[src/rtl/hex_display_ctrl.sv]
// N-digit hex 7-segment controller: loadable up/down counter with prescaled tick,
// leading-zero blanking and whole-display blink, registered active-low segments.
module hex_display_ctrl #(
   parameter int NUM_DIGITS = 6,
   parameter int TICK_DIV   = 50000000,
   parameter int BLINK_DIV  = 25000000
) (
   input  logic                      Clock,
   input  logic                      Resetn,
   input  logic                      load,
   input  logic [4*NUM_DIGITS-1:0]   din,
   input  logic                      count_en,
   input  logic                      count_dn,
   input  logic                      blank_lz,
   input  logic                      blink_en,
   output logic [4*NUM_DIGITS-1:0]   value,
   output logic                      tick,
   output logic [7*NUM_DIGITS-1:0]   HEX
);

   localparam int VW  = 4*NUM_DIGITS;
   localparam int HW  = 7*NUM_DIGITS;
   localparam int TCW = $clog2(TICK_DIV);
   localparam int BCW = $clog2(BLINK_DIV);
   localparam logic [TCW-1:0] TICK_LAST  = TCW'(TICK_DIV-1);
   localparam logic [BCW-1:0] BLINK_LAST = BCW'(BLINK_DIV-1);

   logic [TCW-1:0] presc_q, presc_d;
   logic [BCW-1:0] blink_cnt_q, blink_cnt_d;
   logic           blink_ph_q, blink_ph_d;
   logic           tick_q, tick_d;
   logic [VW-1:0]  value_q, value_d;
   logic [HW-1:0]  hex_q, hex_d;

   function automatic logic [6:0] seg7(input logic [3:0] h);
      logic [6:0] s;
      unique case (h)
         4'h0: s = 7'h40;
         4'h1: s = 7'h79;
         4'h2: s = 7'h24;
         4'h3: s = 7'h30;
         4'h4: s = 7'h19;
         4'h5: s = 7'h12;
         4'h6: s = 7'h02;
         4'h7: s = 7'h78;
         4'h8: s = 7'h00;
         4'h9: s = 7'h10;
         4'hA: s = 7'h08;
         4'hB: s = 7'h03;
         4'hC: s = 7'h46;
         4'hD: s = 7'h21;
         4'hE: s = 7'h06;
         4'hF: s = 7'h0E;
      endcase
      return s;
   endfunction

   // Prescaler only runs while counting is enabled and no load is pending.
   always_comb begin
      presc_d = '0;
      tick_d  = 1'b0;
      if (count_en && !load) begin
         if (presc_q == TICK_LAST) begin
            tick_d = 1'b1;
         end else begin
            presc_d = presc_q + TCW'(1);
         end
      end
   end

   always_comb begin
      value_d = value_q;
      if (load) begin
         value_d = din;
      end else if (tick_d) begin
         value_d = count_dn ? value_q - VW'(1) : value_q + VW'(1);
      end
   end

   always_comb begin
      blink_cnt_d = blink_cnt_q + BCW'(1);
      blink_ph_d  = blink_ph_q;
      if (blink_cnt_q == BLINK_LAST) begin
         blink_cnt_d = '0;
         blink_ph_d  = ~blink_ph_q;
      end
   end

   // Walk from the top digit down; a digit is a leading zero while all above are zero.
   always_comb begin
      logic zero_above;
      hex_d      = '1;
      zero_above = 1'b1;
      for (int i = NUM_DIGITS-1; i >= 0; i--) begin
         zero_above = zero_above & (value_q[4*i +: 4] == 4'h0);
         if (blink_en && blink_ph_q) begin
            hex_d[7*i +: 7] = 7'h7F;
         end else if (blank_lz && i != 0 && zero_above) begin
            hex_d[7*i +: 7] = 7'h7F;
         end else begin
            hex_d[7*i +: 7] = seg7(value_q[4*i +: 4]);
         end
      end
   end

   always_ff @(posedge Clock or negedge Resetn) begin
      if (!Resetn) begin
         presc_q     <= '0;
         blink_cnt_q <= '0;
         blink_ph_q  <= 1'b0;
         tick_q      <= 1'b0;
         value_q     <= '0;
         hex_q       <= '1;
      end else begin
         presc_q     <= presc_d;
         blink_cnt_q <= blink_cnt_d;
         blink_ph_q  <= blink_ph_d;
         tick_q      <= tick_d;
         value_q     <= value_d;
         hex_q       <= hex_d;
      end
   end

   assign value = value_q;
   assign tick  = tick_q;
   assign HEX   = hex_q;

endmodule

[config.mk]
export PLATFORM = sky130hd
export DESIGN_NAME = hex_display_ctrl
export DESIGN_NICKNAME = d
export VERILOG_FILES = /design/src/rtl/hex_display_ctrl.sv
export SDC_FILE = /design/constraint.sdc
export NUM_CORES = 1
export LEC_CHECK = 0
export CAP_MARGIN = 10
export CORE_UTILIZATION = 40
export DETAILED_ROUTE_END_ITERATION = 8
export SLEW_MARGIN = 15
export SYNTH_ARGS = -nofsm -noshare
export SYNTH_HDL_FRONTEND = slang
export SYNTH_SLANG_ARGS = --single-unit
[constraint.sdc]
create_clock -name Clock -period 3.9 [get_ports Clock]
set_input_delay 0.78 -clock Clock [delete_from_list [all_inputs] [get_ports Clock]]
set_output_delay 0.78 -clock Clock [all_outputs]
set_load 0.1 [all_outputs]
==> results.yml <==
synthesis:
  netlist_instances: 796
  netlist_area_um2: 7360
  avgSynthCellArea_um2: 9.24
  synth-main-ff-cell: "dfrtp_1"
  synth-async-reset-ratio_pct: 100
  yosysWarnings: 0
  synth_seq_area_share_pct: 41.2
  syn_nets: 885
  synth_edf_count: 0
  yosysUniqueCellTypes: 67
  ys_seq_elements: 119
timing:
  setup_viol: 0
  finalMaxSlewViolations: 0
  fin_tns_setup_ps: 0
  worst_pin_slew_ps: 1020
  fin_crit_ps: 3260
  final.setup_skew_ps: 13.1
  fmax_mhz: 307
  holdWs_ps: 376
  rsz0062_at_grt: "false"
  hold_violations: 0
  setup_slack_ps: 642
  max_slew_margin_pct: 31.8
  fin_crit_sh_pct: 83.5
global_routing:
  grt_max_degree: 73
  grt_pass1_wl_mm: 28.8
  overflow: 0
  grt_pass1_vias: 5702
  grt.total_usage_pct: 19.8
  antenna_found_initial: 0
floorplanning:
  rows: 49
  die-area_um2: 18900
  die_w_um: 138
  initial_utilization_pct: 40.8
  io_pins: 98
  core_um2: 18000
  die_y_um: 138
drt:
  drc: 0
  wl_mm: 17.6
  num_vias: 6013
  viasPerCell: 5.31
  wire_per_inst_um: 15.5
  drt_pre_antenna_iters: 5
  postRouteAntennaNets: 0
  drtIter0Drc: 360
final_layout:
  drive_above_1_share_pct: 11.3
  final_nets: 979
  final_cells: 1132
  antenna_cells: 0
  design_area_um2: 9180
  syn2layout_area_growth_pct: 24.7
setup_path:
  worstRegToRegCells: 9
  crit_arrival_ps: 3600
  crit_path_start_kind: "input port"
  r2r_start: "value[3]"
  rrSetupSlack_ps: 960
  critPathMaxFanout: 23
  crit_type: "input port to register"
  cp_data_required_time_ps: 4240
  crit_path_end_kind: "register"
  timing.rr.end: "value[23]"
clocking:
  clock-root-buffer: "clkbuf_16"
  ctsLongestPathBuffers: 2
  tritoncts: "yes"
  numCtsBuffers: 17
  ctsHtreeMaxLevel: 4
  cts_resized: 0
  cts_hold_buffers: 0
  cts_sinks: 119
  clk_pin_slew_ps: 50
  clock_latency_ps: 420
  post-cts-setup-buffer-count: 0
power_and_ir_drop:
  power.leakage_nw: 3.98
  power_density_nw_per_um2: 492
  peakVddDrop_v: 0.000299
run:
  maxCapViolCount: 0
place:
  placed_area_um2: 8560
  gp_congestion: 0.847
  dp_cells: 1100
  io_buffers: 97
  place_ws_ps: 277
  place_hpwl_mm: 12.3
hold_path:
  hold_class: "input port to asynchronous set/reset pin"
run_status:
  status: "completed"
[worst max path at each step]
stage,start,to,depth (start not counted)
after floorplan,value[0],value[20],10
after global placement,count_dn,value[16],11
after detailed placement,count_dn,value[23],11
after CTS,count_dn,value[23],11
after global routing,count_dn,value[23],11
final,count_dn,value[23],11
[registers in the layout (all words and copies together) (netlist names)]
| name | flops |
|---|---|
| blink_cnt_q | 25 |
| value | 24 |
| presc_q | 26 |
| HEX | 42 |
| blink_ph_q | 1 |
| tick | 1 |
[per-layer routing]
metal / vias up / routed length, µm / GRT usage (%)
met4: 0 / 222 / 6.59
met2: 112 / 8270 / 31.4
met3: 15 / 654 / 3.64
met5: - / 0 / 0
met1: 2896 / 8420 / 27.0
li1: 2990 / - / -
[report_power, final]
group	internal, mW	switching, mW
sequential	1.37	0.0919
clock	1.06	0.547
combinational	0.407	1.04
total	2.84	1.68
[area by class of cell]
type / instances / area, µm²
clock inverters: 5 / 52.6
fillers: 1689 / 8850
inverters: 39 / 146
clock buffers: 27 / 567
multi-input cells: 605 / 4030
repair buffers: 108 / 1060
flip-flops and latches: 119 / 3030
well taps: 229 / 287
[cell families (layout without fill, tap and decap cells)]
| family | Yosys count | in the layout | synth area share (%) |
|---|---|---|---|
| simple gates | 281 | 281 | 18.2 |
| compound gates | 191 | 191 | 17.4 |
| flops | 119 | 119 | 41.2 |
| buf+inv | 72 | 179 | 4.01 |
| xor+xnor | 65 | 65 | 7.74 |
| fa+ha+maj | 58 | 58 | 9.97 |
| mux | 10 | 10 | 1.53 |
[worst max-delay path, stage by stage]
cell,delay [ps]
clkdlybuf4s50_1,440
buf_12,180
ha_1,380
nand3_1,120
o2111ai_1,300
o221ai_2,180
a311oi_1,400
a31oi_1,180
xnor2_1,160
or3_1,300
a31oi_1,160
[cells in the mapped netlist (11+ instances only)]
| cell | number | area share [%] |
|---|---|---|
| nand2_1 | 76 | 3.9 |
| nor2_1 | 86 | 4.4 |
| clkbuf_1 | 25 | 1.3 |
| and3_1 | 12 | 1.0 |
| o21ai_0 | 47 | 3.2 |
| nand2b_1 | 11 | 0.94 |
| inv_1 | 38 | 1.9 |
| dfstp_2 | 42 | 15 |
| a21oi_1 | 42 | 2.9 |
| xnor2_1 | 27 | 3.2 |
| nand3_1 | 35 | 2.4 |
| o311ai_0 | 14 | 1.7 |
| dfrtp_1 | 77 | 26 |
| ha_1 | 57 | 9.7 |
| xor2_1 | 38 | 4.5 |
| or3_1 | 12 | 1.0 |
| a21o_1 | 16 | 1.6 |
| o211ai_1 | 20 | 2.0 |
[cells in the final DEF (no fill, tap or decap), types with 20 or more instances in the layout]
cell type / netlist / final
dfrtp_1: 77 / 77
clkbuf_16: 0 / 20
xor2_1: 38 / 38
nand3_1: 35 / 35
nand2_1: 76 / 76
o21ai_0: 47 / 47
ha_1: 57 / 57
o211ai_1: 20 / 20
a21oi_1: 42 / 42
nor2_1: 86 / 86
inv_1: 38 / 38
clkdlybuf4s50_1: 0 / 91
xnor2_1: 27 / 27
dfstp_2: 42 / 42
[through the flow]
step           total power [mW]  utilization [%]
6_report                   4.51             50.9
5_1_grt                    4.71             50.9
2_1_floorplan              2.58                -
3_3_place_gp               2.93             47.5
4_1_cts                    4.56             50.9
3_5_place_dp               2.93             47.5
No activity file was read; power rests on OpenSTA's default activity.
